**src/rtl/multicycle_ctrl_fsm.sv**
```systemverilog
// rtl/multicycle_ctrl_fsm.sv - multicycle RISC-V control FSM with memory-wait timeout
// Optional trap state on unsupported opcodes: define MULTICYCLE_CTRL_FSM_TRAP_EN.
module multicycle_ctrl_fsm #(
  parameter int MEM_TO_W   = 8,
  parameter int MEM_TO_MAX = 200
) (
  input  logic       clk,
  input  logic       reset,
  input  logic [6:0] op,
  input  logic       mem_ready,
  output logic       MemWrite,
  output logic       RegWrite,
  output logic       IRWrite,
  output logic       AdrSrc,
  output logic       PCUpdate,
  output logic       Branch,
  output logic [1:0] ResultSrc,
  output logic [1:0] ALUSrcA,
  output logic [1:0] ALUSrcB,
  output logic [1:0] ALUOp,
  output logic [2:0] ImmSrc,
  output logic       mem_req,
  output logic       timeout,
  output logic       illegal,
  output logic [3:0] state
);

  typedef enum logic [3:0] {
    S_FETCH    = 4'd0,
    S_DECODE   = 4'd1,
    S_MEMADR   = 4'd2,
    S_MEMREAD  = 4'd3,
    S_MEMWB    = 4'd4,
    S_MEMWRITE = 4'd5,
    S_EXECR    = 4'd6,
    S_ALUWB    = 4'd7,
    S_EXECI    = 4'd8,
    S_JAL      = 4'd9,
    S_BRANCH   = 4'd10,
    S_LUI      = 4'd11,
    S_AUIPC    = 4'd12,
    S_JALR     = 4'd13,
    S_TRAP     = 4'd14,
    S_RSVD     = 4'd15
  } state_t;

  localparam logic [MEM_TO_W-1:0] TO_LIMIT = MEM_TO_W'(MEM_TO_MAX);

  state_t              state_q, state_d;
  logic [MEM_TO_W-1:0] wait_cnt;
  logic                abandon;
  logic                timeout_d;

  // An access is abandoned only if memory is still not ready at the limit.
  assign abandon = (wait_cnt == TO_LIMIT) && !mem_ready;

  always_ff @(posedge clk or posedge reset) begin
    if (reset) state_q <= S_FETCH;
    else       state_q <= state_d;
  end

  always_comb begin
    state_d   = state_q;
    timeout_d = 1'b0;
    MemWrite  = 1'b0;
    RegWrite  = 1'b0;
    IRWrite   = 1'b0;
    AdrSrc    = 1'b0;
    PCUpdate  = 1'b0;
    Branch    = 1'b0;
    ResultSrc = 2'b00;
    ALUSrcA   = 2'b00;
    ALUSrcB   = 2'b00;
    ALUOp     = 2'b00;
    ImmSrc    = 3'b000;
    mem_req   = 1'b0;
    case (state_q)
      S_DECODE: begin
        ALUSrcA = 2'b01;
        ALUSrcB = 2'b01;
        ImmSrc  = (op == 7'b1101111) ? 3'b011 : 3'b010;
        case (op)
          7'b0000011, 7'b0100011: state_d = S_MEMADR;
          7'b0110011:             state_d = S_EXECR;
          7'b0010011:             state_d = S_EXECI;
          7'b1101111:             state_d = S_JAL;
          7'b1100011:             state_d = S_BRANCH;
          7'b0110111:             state_d = S_LUI;
          7'b0010111:             state_d = S_AUIPC;
          7'b1100111:             state_d = S_JALR;
`ifdef MULTICYCLE_CTRL_FSM_TRAP_EN
          default:                state_d = S_TRAP;
`else
          default:                state_d = S_FETCH;
`endif
        endcase
      end
      S_MEMADR: begin
        ALUSrcA = 2'b10;
        ALUSrcB = 2'b01;
        ImmSrc  = op[5] ? 3'b001 : 3'b000;
        state_d = op[5] ? S_MEMWRITE : S_MEMREAD;
      end
      S_MEMREAD: begin
        mem_req = 1'b1;
        AdrSrc  = 1'b1;
        if (mem_ready) state_d = S_MEMWB;
        else if (abandon) begin
          timeout_d = 1'b1;
          state_d   = S_FETCH;
        end
      end
      S_MEMWB: begin
        ResultSrc = 2'b01;
        RegWrite  = 1'b1;
        state_d   = S_FETCH;
      end
      S_MEMWRITE: begin
        mem_req  = 1'b1;
        AdrSrc   = 1'b1;
        ImmSrc   = 3'b001;
        MemWrite = mem_ready;
        if (mem_ready) state_d = S_FETCH;
        else if (abandon) begin
          timeout_d = 1'b1;
          state_d   = S_FETCH;
        end
      end
      S_EXECR: begin
        ALUSrcA = 2'b10;
        ALUOp   = 2'b10;
        state_d = S_ALUWB;
      end
      S_EXECI: begin
        ALUSrcA = 2'b10;
        ALUSrcB = 2'b01;
        ALUOp   = 2'b10;
        state_d = S_ALUWB;
      end
      S_ALUWB: begin
        RegWrite = 1'b1;
        state_d  = S_FETCH;
      end
      S_JAL: begin
        ALUSrcA  = 2'b01;
        ALUSrcB  = 2'b10;
        PCUpdate = 1'b1;
        state_d  = S_ALUWB;
      end
      S_BRANCH: begin
        ALUSrcA = 2'b10;
        ALUOp   = 2'b01;
        ImmSrc  = 3'b010;
        Branch  = 1'b1;
        state_d = S_FETCH;
      end
      S_LUI: begin
        ImmSrc    = 3'b100;
        ResultSrc = 2'b11;
        RegWrite  = 1'b1;
        state_d   = S_FETCH;
      end
      S_AUIPC: begin
        ALUSrcA = 2'b01;
        ALUSrcB = 2'b01;
        ImmSrc  = 3'b100;
        state_d = S_ALUWB;
      end
      S_JALR: begin
        ALUSrcA   = 2'b10;
        ALUSrcB   = 2'b01;
        ResultSrc = 2'b10;
        PCUpdate  = 1'b1;
        state_d   = S_ALUWB;
      end
      S_TRAP: begin
`ifdef MULTICYCLE_CTRL_FSM_TRAP_EN
        state_d = S_TRAP;
`else
        state_d = S_FETCH;
`endif
      end
      default: begin
        // S_FETCH, and the unused encoding which behaves identically.
        mem_req   = 1'b1;
        ALUSrcB   = 2'b10;
        ResultSrc = 2'b10;
        IRWrite   = mem_ready;
        PCUpdate  = mem_ready;
        if (mem_ready) state_d = S_DECODE;
        else if (abandon) begin
          timeout_d = 1'b1;
          state_d   = S_FETCH;
        end
      end
    endcase
  end

  // Any state change (or a timeout re-entering FETCH) starts a fresh wait.
  always_ff @(posedge clk or posedge reset) begin
    if (reset) begin
      wait_cnt <= '0;
    end else if (timeout_d || (state_d != state_q)) begin
      wait_cnt <= '0;
    end else if (mem_req && !mem_ready && (wait_cnt != '1)) begin
      wait_cnt <= wait_cnt + 1'b1;
    end
  end

`ifdef MULTICYCLE_CTRL_FSM_TRAP_EN
  logic illegal_q;

  always_ff @(posedge clk or posedge reset) begin
    if (reset) illegal_q <= 1'b0;
    else if ((state_q == S_DECODE) && (state_d == S_TRAP)) illegal_q <= 1'b1;
  end

  assign illegal = illegal_q;
`else
  assign illegal = 1'b0;
`endif

  assign timeout = timeout_d;
  assign state   = state_q;

endmodule

```
**config.mk**
```make
export PLATFORM = sky130hd
export DESIGN_NAME = multicycle_ctrl_fsm
export DESIGN_NICKNAME = d
export VERILOG_FILES = /design/src/rtl/multicycle_ctrl_fsm.sv
export SDC_FILE = /design/constraint.sdc
export NUM_CORES = 1
export LEC_CHECK = 0
export CORE_UTILIZATION = 44
export CTS_CLUSTER_DIAMETER = 80
export DETAILED_ROUTE_END_ITERATION = 7
export GPL_TIMING_DRIVEN = 1
export PLACE_DENSITY = 0.86
export SYNTH_ARGS = -nofsm -noshare
export SYNTH_HDL_FRONTEND = slang
export SYNTH_SLANG_ARGS = --single-unit
```
**constraint.sdc**
```tcl
create_clock -name clk -period 2 [get_ports clk]
set_input_delay 0.3 -clock clk [delete_from_list [all_inputs] [get_ports clk]]
set_output_delay 0.3 -clock clk [all_outputs]
set_load 0.03 [all_outputs]
```
==> results of run 1 <==
[kinds of logic (layout without fill, tap and decap cells)]
logic type / Yosys count / count (layout) / share of synthesized area, %
other cells: 1 / 1 / 0.297
fa+ha+maj: 2 / 2 / 1.98
flops: 12 / 12 / 23.8
mux: 2 / 2 / 1.59
simple gates: 68 / 68 / 29.9
compound gates: 46 / 46 / 28.5
xor+xnor: 9 / 9 / 6.25
buf+inv: 20 / 101 / 7.74
[per-layer routing]
layer | vias up | share of wire, %
met2 | 113 | 49
met4 | 0 | 4.2
met1 | 825 | 39
li1 | 751 | -
met3 | 29 | 7.8
met5 | - | 0
[metrics by stage]
step	setup WS, ns	setup TNS [ns]
final	-0.330	-3.59
after global routing	-0.377	-4.68
after CTS	-0.230	-1.67
after detailed placement	-0.448	-4.48
after global placement	-0.346	-3.46
after floorplan	-0.249	-1.43
[placed cells by master (no fill, tap or decap), types with 2 or more instances in the layout]
master	count
nor2_4	5
a211o_1	2
xor2_1	5
dfrtp_2	4
a22oi_1	2
nand3_1	7
and4b_1	2
dlygate4sd2_1	3
buf_6	13
nor2_2	6
xnor2_1	2
inv_2	3
o31ai_2	2
a211oi_1	2
buf_4	55
buf_2	3
a21oi_1	10
clkdlybuf4s50_1	9
o21ai_1	2
o31ai_1	3
inv_1	6
nor2_1	14
nor2b_1	2
dfrtp_1	8
nand2_1	7
ha_1	2
o211ai_1	2
o21ai_2	2
nand2_2	4
nand2b_1	2
nand4_1	5
clkbuf_4	3
[report_power, final]
part,switching (mW),internal [mW],leakage [nW]
logic,1.81,1.53,0.799
clock network,0.0879,0.111,0.0210
registers,0.0650,0.290,0.157
[sequential cells by signal, summed over array words and instances, names as in the netlist]
name / cells
state: 4
wait_cnt: 8
[critical path, cell delays in order, from the launching register on]
cell,delay (ns)
dfrtp_2,0.45
buf_4,0.15
and2b_1,0.23
nand2_2,0.11
o41ai_4,0.50
buf_4,0.19
buf_4,0.11
o31ai_1,0.06
a221oi_1,0.39
[synth_stat cells, types with 2 or more instances]
master	n	area share [%]
o211ai_1	2	1.2
nor2b_1	2	0.99
mux2i_1	2	1.6
xor2_1	6	4.2
xnor2_1	3	2.1
buf_2	3	1.2
nand4_1	5	2.5
a22oi_1	2	1.2
nor2_1	24	7.1
dfrtp_1	12	24
and4b_1	2	1.6
inv_1	9	2.7
nand2_1	11	3.3
o31ai_1	5	3.0
buf_4	3	1.8
nand3_1	7	2.8
a21oi_1	12	4.8
buf_1	2	0.60
a211oi_1	3	1.8
a211o_1	2	1.4
nand2b_1	3	1.5
and3_1	2	0.99
ha_1	2	2.0
o21ai_0	5	2.0
[area by class of cell]
class                           count  area (sq um)  share of cell area [%]
Sequential cell                    12           305                    13.7
Tap cell                           31          38.8                    1.75
Clock buffer                        4          36.3                    1.63
Multi-Input combinational cell    128          1050                    47.3
Timing Repair Buffer               87           749                    33.7
Inverter                           10          41.3                    1.86
[what timing repair did]
action / in CTS / in global routing
pin swaps: 11 / 13
resized for setup: 37 / 40
setup endpoints to repair: 21 / 24
buffers inserted: 5 / 10
[worst max-delay path by stage]
| stage | start | end | slack [ns] | cells past startpoint |
|---|---|---|---|---|
| global placement | op[4] | wait_cnt[0] | -0.35 | 8 |
| finish | state[1] | state[2] | -0.33 | 8 |
| global route | state[1] | state[2] | -0.38 | 8 |
| detailed placement | op[4] | wait_cnt[7] | -0.45 | 8 |
| CTS | state[1] | wait_cnt[5] | -0.23 | 8 |
| floorplan | state[2] | wait_cnt[5] | -0.25 | 8 |
==> flow_summary.ini, run 1 <==
[synth]
syn_nets = 172
yosysWarnings = 0
synthCells = 160
synth-main-ff-cell = dfrtp_1
syn_avg_cell_area_sq_um = 7.88
synth_edf_count = 0
ys_seq_area_share_pct = 23.8
syn_area_sq_um = 1260
async_flop_share_pct = 100
synth.distinct_cells = 55
synth-seq-cells = 12

[worst_setup_path]
r2r_slack_ns = -0.33
cp_data_arrival_time_ns = 2.47
rr_endpoint = state[2]
critPathKind = reg -> reg
cp.required_ns = 2.14
critPathCaptureType = flop
rr_startpoint = state[1]
rr_worst_depth = 8
critPathLaunchType = flop
critPathMaxFanout = 5

[grt]
grt_pass1_wl_um = 7030
grtUsageTotal_pct = 28.8
met3_usage_pct = 7.73
use_met2_pct = 49.1
grt_overflow = 0
grt_start_max_net_pins = 13
grt_pass1_vias = 1536
busiest_layer = met2
antenna_found_initial = 0
globalRouteMet1Util_pct = 34.0

[hold_path]
hp-class = in -> async

[placed_design]
dp_hpwl_um = 3090
place_area_sq_um = 1890
dp.cells = 257
port-buffer-count = 32
gp_congestion = 0.902

[timing]
setup_ws_ns = -0.330
fmax_mhz = 429
hold_viol_final = 0
hold_slack_ns = 0.390
slew_violations = 0
final_period_minus_worst_setup_slack_ns = 2.33
clock_skew_ns = 0.00584
setup_viol = 18
period_share_pct = 117
rsz0062_at_grt = yes

[routing]
wl_per_cell_um = 19.2
dr.pass1.iters = 5
vias = 1718
drtIter0Drc = 143
drc = 0
via_per_inst = 6.32
drt_wl_total_um = 5220
postRouteAntennaNets = 0

[die]
num_rows = 19
io_pins = 34
initial_core_util_pct = 46.1
die_h_um = 55.5
chipWidth_um = 55.5
core_area_sq_um = 2730
dieArea_sq_um = 3080

[clock_tree]
numCtsBuffers = 3
htree_num_levels = 1
clk_latency_ns = 0.28
clk_pin_slew_worst_paths_ns = 0.08
cts_buffer_depth = 2
cts_num_sinks = 12
ctsHoldBuffers = 0
cts_root_buf = clkbuf_4
cts_tree = yes

[layout]
final_layout_size_suffix_gt1_share_pct = 52.3
fill_cells = 164
finalNonFillerCells = 272
nNetsFinal = 254
syn2layout_area_growth_pct = 76.1
num_antenna_cells = 0
fin_util_pct = 81.2
post-route-cell-area_sq_um = 2220

[power_and_ir_drop]
power_mw = 3.89
ir_worst_vdd_mv = 1.48
power_leakage_nw = 0.978
p_per_area_nw_per_um2 = 1750

[flow_run]
maxCapViolCount = 0

[outcome]
violations = negative setup slack
outcome = finished, violations left
No activity file was read; power rests on OpenSTA's default activity.
==> run 2: changes to the inputs <==
==> constraint.sdc (replaced) <==
create_clock -name clk -period 2 [get_ports clk]
set_input_delay 0.4 -clock clk [delete_from_list [all_inputs] [get_ports clk]]
set_output_delay 0.4 -clock clk [all_outputs]
set_load 0.03 [all_outputs]
==> run 2 against run 1 <==
Effect of this change:
- the flow now stops in global routing (5_1_grt)
- synthesized cell count did not move
- area after synthesis is the same
==> flow_summary.ini, run 2 <==
[outcome]
outcome = did not finish
lastStage = global routing (5_1_grt)
error = [ERROR GRT-0232] Routing congestion too high. Check the congestion heatmap in the GUI.

[synth]
syn_area_sq_um = 1260
synth_top_area_share_pct = 23.8
synth_edf_count = 0
yosys-top-cells-count = nor2_1 (24), a21oi_1 (12), dfrtp_1 (12), nand2_1 (11), inv_1 (9)
synthCells = 160
async_flop_share_pct = 100
synth-seq-cells = 12
yosys-top-cells-area = dfrtp_1 (24%), nor2_1 (7.1%), a21oi_1 (4.8%)
syn_avg_cell_area_sq_um = 7.88
synthMostInstantiatedCell = nor2_1
syn_nets = 172
synth.distinct_cells = 55
synth-main-ff-cell = dfrtp_1
synth_top_cell_by_area = dfrtp_1
yosysWarnings = 0
ys_seq_area_share_pct = 23.8

[die]
io_pins = 34
initial_core_util_pct = 46.1
chipWidth_um = 55.5
num_rows = 19
die_h_um = 55.5

[grt]
grt_start_max_net_pins = 13
grtUsageTotal_pct = 75.1
grt_overflow = 41

[clock_tree]
cts_num_sinks = 12
numCtsBuffers = 3
htree_num_levels = 1
cts_buffer_depth = 2
cts_root_buf = clkbuf_4

[placed_design]
gp_congestion = 0.869
place_area_sq_um = 1970
post-place-ws_ns = -0.626
dp_hpwl_um = 3210
port-buffer-count = 32

[timing]
endpoint_type = sequential cell input
grt-worst-endpoint = wait_cnt[5]$_DFFE_PP0P_/D
## run 2: layer usage
layer / global-route usage, % / overflow
met5: 0 / 0
met4: 80.4 / 20
met3: 49.2 / 0
met2: 94.8 / 21
met1: 78.5 / 0
## run 2: logic make-up after synthesis
| group | after synthesis | synth area share, % |
|---|---|---|
| and+or+nand+nor | 68 | 29.9 |
| adders and majority gates | 2 | 1.98 |
| muxes | 2 | 1.59 |
| xor gates and xnor gates | 9 | 6.25 |
| AOI/OAI and AO/OA | 46 | 28.5 |
| DFF | 12 | 23.8 |
| other | 1 | 0.297 |
| buffers and inverters | 20 | 7.74 |
## run 2: what timing repair did
item,CTS
cloned,0
gates resized for setup,55
buffers inserted,16
endpoints found under the setup margin,29
pin swaps,12
hold buffers,0
## run 2: per-stage QoR
| step | setup TNS, ns | std cells | hold slack (ns) |
|---|---|---|---|
| 2_1_floorplan | -1.60 | 160 | 0.264 |
| 3_3_place_gp | -4.89 | 264 | 0.526 |
| 3_5_place_dp | -7.00 | 264 | 0.560 |
| 4_1_cts | -3.49 | 284 | 0.428 |
==> run 3: changes to the inputs <==
- CORE_UTILIZATION: 44 -> 35
- CTS_CLUSTER_DIAMETER: 80 -> unset
- PLACE_DENSITY: 0.86 -> unset
- PLACE_DENSITY_LB_ADDON: unset -> 0.15
- clock period: 2 -> 2.6 ns (I/O delays scaled with it)
==> run 3 against run 2 <==
Effect of this change:
- the flow now finishes without violations
==> flow_summary.ini, run 3 (synthesis gave the netlist of run 1 again) <==
[clock_tree]
cts_root_buf = clkbuf_4
cts_buffer_depth = 2
htree_num_levels = 1
clk_latency_ns = 0.27
clk_pin_slew_worst_paths_ns = 0.07
numCtsBuffers = 3
cts_num_sinks = 12
cts_tree = yes
ctsHoldBuffers = 0
post_cts_buffers = 0

[grt]
grtUsageTotal_pct = 20.1
grt_overflow = 0
grt_start_max_net_pins = 14
antenna_found_initial = 0
grt_pass1_wl_um = 5690
grt_pass1_vias = 1232

[layout]
largest_reg_flops = 8
final_common_cell = buf_4
fill_cells = 342
num_antenna_cells = 0
layout_common_cells = buf_4 (26), nor2_1 (23), clkdlybuf4s50_1 (16)
regMostFlops = wait_cnt
nNetsFinal = 220
syn2layout_area_growth_pct = 41.1
final_layout_size_suffix_gt1_share_pct = 20.9

[power_and_ir_drop]
power_leakage_nw = 0.874
p_int_mw = 1.02
net-switching-power_mw = 1.09
seqPwrFrac_pct = 14.1
p_per_area_nw_per_um2 = 1190
p_sw_share_pct = 51.7
ir_worst_vdd_mv = 0.353
comb_power_share_pct = 80.7
pwr-share-clk_pct = 5.2
power_mw = 2.12

[timing]
final_period_minus_worst_setup_slack_ns = 2.50
clock_skew_ns = 0.00323
setup_ws_ns = 0.104
slew_violations = 0
setup_viol = 0
tns_ns = 0
rsz0062_at_grt = no
hold_viol_final = 0
fmax_mhz = 401
period_share_pct = 96.0
hold_slack_ns = 0.563

[outcome]
outcome = completed

[routing]
drt_wl_total_um = 3430
drc = 0
vias = 1365
via_per_inst = 5.42
dr.pass1.iters = 4
drtIter0Drc = 67
postRouteAntennaNets = 0
wl_per_cell_um = 13.6

[placed_design]
post-place-ws_ns = -0.0737
dp_hpwl_um = 2810
port-buffer-count = 32
gp_congestion = 0.837

[die]
dieArea_sq_um = 3850
io_pins = 34
die_h_um = 62.0
chipWidth_um = 62.0
num_rows = 21
initial_core_util_pct = 37.2
core_area_sq_um = 3390

[hold_path]
hp-class = in -> async

[worst_setup_path]
critPathMaxFanout = 9
cp_data_arrival_time_ns = 1.98
cp.required_ns = 2.08
critPathKind = reg -> out
critPathLaunchType = flop
critPathCaptureType = output pin

[flow_run]
maxCapViolCount = 0
==> run 3: timing repair <==
action / 4_1_cts / 5_1_grt
setup endpoints to repair: 6 / 9
gates resized for setup: 4 / 9
pin swaps: 0 / 0
hold endpoints to repair: 0 / 0
==> run 3: worst max-delay path, stage by stage, from the launching register on <==
cell and delay [ns]:
dfrtp_1 0.48, or4_4 0.59, o21a_4 0.17, a21oi_1 0.26
buf_4 0.21
==> run 3: worst paths after layout <==
kind | cells after the start | end | slack, ns | from
worst max-delay path | 4 | timeout | 0.10 | state[3]
worst min-delay path | 2 | wait_cnt[6] | 0.56 | reset
worst max register to register | 10 | wait_cnt[0] | 0.26 | state[1]
worst min register to register | 2 | wait_cnt[5] | 0.57 | wait_cnt[5]
max in group asynchronous | 2 | state[2] | 1.69 | reset
min in group clk | 2 | wait_cnt[5] | 0.57 | wait_cnt[5]
==> run 3: cell type report <==
type / count / area [sq um] / area share [%]
multi-input combinational: 128 / 866 / 48.7
timing repair buffer: 53 / 493 / 27.7
sequential: 12 / 303 / 17.0
tap: 46 / 57.6 / 3.23
inverter: 10 / 37.5 / 2.11
clock buffer: 3 / 22.5 / 1.27
==> run 3: through the flow <==
| stage | instance area, sq um | utilization [%] | cells |
|---|---|---|---|
| after floorplan | 1260 | - | 160 |
| after global placement | 1730 | 51.2 | 249 |
| after detailed placement | 1730 | 51.2 | 249 |
| after CTS | 1760 | 51.9 | 252 |
| after global routing | 1780 | 52.5 | 252 |
| final | 1780 | 52.5 | 252 |
==> run 3: routing by layer <==
metal,up-vias,routed length (um),GRT usage [%]
met5,-,0,0
met4,0,12,1.90
met3,2,117,3.73
met2,35,1640,31.6
met1,644,1660,29.7
li1,684,-,-
==> run 3: power by group through the flow <==
| stage | logic, mW | clock network, mW | registers [mW] |
|---|---|---|---|
| 2_1_floorplan | 1.06 | 0 | 0.296 |
| 3_3_place_gp | 1.72 | 0 | 0.293 |
| 3_5_place_dp | 1.73 | 0 | 0.297 |
| 4_1_cts | 1.73 | 0.115 | 0.296 |
| 5_1_grt | 1.86 | 0.124 | 0.308 |
| 6_report | 1.71 | 0.110 | 0.298 |
==> RTL change, RTL diff (config.mk and constraints of run 3) <==
`MEM_TO_W`: 8 -> 10.
--- a/src/rtl/multicycle_ctrl_fsm.sv
+++ b/src/rtl/multicycle_ctrl_fsm.sv
@@ -1,7 +1,7 @@
 // rtl/multicycle_ctrl_fsm.sv - multicycle RISC-V control FSM with memory-wait timeout
 // Optional trap state on unsupported opcodes: define MULTICYCLE_CTRL_FSM_TRAP_EN.
 module multicycle_ctrl_fsm #(
-  parameter int MEM_TO_W   = 8,
+  parameter int MEM_TO_W   = 10,
   parameter int MEM_TO_MAX = 200
 ) (
   input  logic       clk,
Formal check against the unedited RTL: no difference found for any inputs over 10 cycles, from zero or initial values and one cycle with reset high; that may be too few to reach the edited logic, so the function may still have changed.
==> RTL change against run 3 <==
Non-clock buffer count decreased by 11. Sequential power decreased by 3%. Sequential cell count increased by 2. Total power decreased by 15%. Combinational power decreased by 24%. Hold slack improved by 11 ps. Via count increased by 13%. Cell area increased by 7.2%. Largest power group unchanged. Wire length increased by 18%. Worst setup slack improved by 29 ps. Synthesized area increased by 16%. Count of clock-buffer cells in the layout increased by 1.
==> RTL change: results (changes against run 3) <==
- Result of the run: complete, no violations (unchanged)
- The met3 capacity usage during global routing came to 0.04281 (was 0.03727).
- The xor-xnor portion of the synthesized cell area came to 0.01202 (was 0.06250).
- The total half-perimeter wirelength after legalization and detailed placement was 2.987 mm (was 2.813 mm).
- Wire length of the first global-routing pass: 6.575 mm (was 5.685 mm)
- Signal buffers share of area: 0.2177 (was 0.2771)
- The register area is 350.3 µm² (was 302.8 µm²).
- The met2 layer wire length in the routed design was 1.859 mm (was 1.638 mm).
- List of most frequent post-synthesis cells: sky130_fd_sc_hd__nor2_1 (16), sky130_fd_sc_hd__dfrtp_1 (14), sky130_fd_sc_hd__nand2_1 (13) (was sky130_fd_sc_hd__nor2_1 (24), sky130_fd_sc_hd__a21oi_1 (12), sky130_fd_sc_hd__dfrtp_1 (12))
- Cell types occupying the most area after synthesis: sky130_fd_sc_hd__dfrtp_1 (24%), sky130_fd_sc_hd__mux2i_1 (4.8%), sky130_fd_sc_hd__nand3_1 (4.1%) (was sky130_fd_sc_hd__dfrtp_1 (24%), sky130_fd_sc_hd__nor2_1 (7.1%), sky130_fd_sc_hd__a21oi_1 (4.8%)).
* Reported leakage power: 0.8078 nW (was 0.8744 nW)
* Routability congestion estimate: 0.8802 (was 0.8368)
- The setup clock skew after layout came to 1.256 ps (was 3.226 ps).
- The register-to-register setup slack is 660 ps (was 260 ps).
* Total cell area at the placement stage: 1839 µm² (was 1734 µm²)
- Largest stage delay on the critical path: 690 ps (was 590 ps)
* Post-DR wirelength/cell: 15.03 µm (was 13.61 µm)
* Share of cells above drive strength 1: 0.1370 (was 0.2087)
* Iteration-0 DRC count of the detailed router: 111 (was 67)
- The number of logic inverters in the finished layout came to 7 (was 10).
* Multi-input combinational area share: 0.5233 (was 0.4866)
- Syn Std Cell Area: 1458 µm² (was 1261 µm²)
- The number of multi-input combinational cells came to 152 (was 128).
* Number of buffers outside the clock class in the layout: 42 (was 53)
- Clock latency on the worst-skew pair: 240 ps (was 270 ps)
* Flip-flop count of the largest register, all copies and words added: 10 (was 8)
- The end of the critical path is ALUOp[0] (was timeout).
* Maximum fanout along the worst path: 16 (was 9)
* Worst-case hold slack: 573.5 ps (was 562.6 ps)
* Fraction of the mapped netlist area in compound gates: 0.2120 (was 0.2847)
- The share of the clock period used by the worst path is 0.9488 (was 0.9599).
* Met2 Usage GRT: 0.3061 (was 0.3161)
* Sequential cell area fraction in the yosys report: 0.2403 (was 0.2381)
* Total met3 wirelength after detailed routing: 214 µm (was 117 µm)
* # resized after CTS: 7 (was 4)
- The routed via count came to 1546 (was 1365).
* Worst path slowest cell: sky130_fd_sc_hd__clkdlybuf4s50_1 (was sky130_fd_sc_hd__or4_4)
* Path type of the worst min-delay path: flop to flop (was input port to async pin)
* Clock-cell share of area: 0.02885 (was 0.01266)
* Number of synthesized register bits: 14 (was 12)
- The wire length on met1 came to 1.959 mm (was 1.660 mm).
- The post-synthesis cell type count is 53 (was 55).
* R2R Path End: wait_cnt[8]$_DFFE_PP0P_ (was wait_cnt[0]$_DFFE_PP0P_)
RTL change: changes by cell type in the layout (fill, tap and decap cells not counted), moves of 5 or more:
| cell | delta |
|---|---|
| sky130_fd_sc_hd__nor3_1 | +6 |
| sky130_fd_sc_hd__buf_4 | -13 |
| sky130_fd_sc_hd__o21ai_0 | +5 |
| sky130_fd_sc_hd__mux2i_1 | +5 |
| sky130_fd_sc_hd__nor2_1 | -7 |
| sky130_fd_sc_hd__xor2_1 | -6 |
| sky130_fd_sc_hd__nand3_1 | +5 |
RTL change: power by group:
group | leakage (nW) | switching, mW | total, mW | internal (mW)
Combinational | 0.587 | 0.801 | 1.30 | 0.504
Clock | 0.0288 | 0.0780 | 0.212 | 0.134
Sequential | 0.192 | 0.0444 | 0.289 | 0.245
Total | 0.808 | 0.923 | 1.81 | 0.883
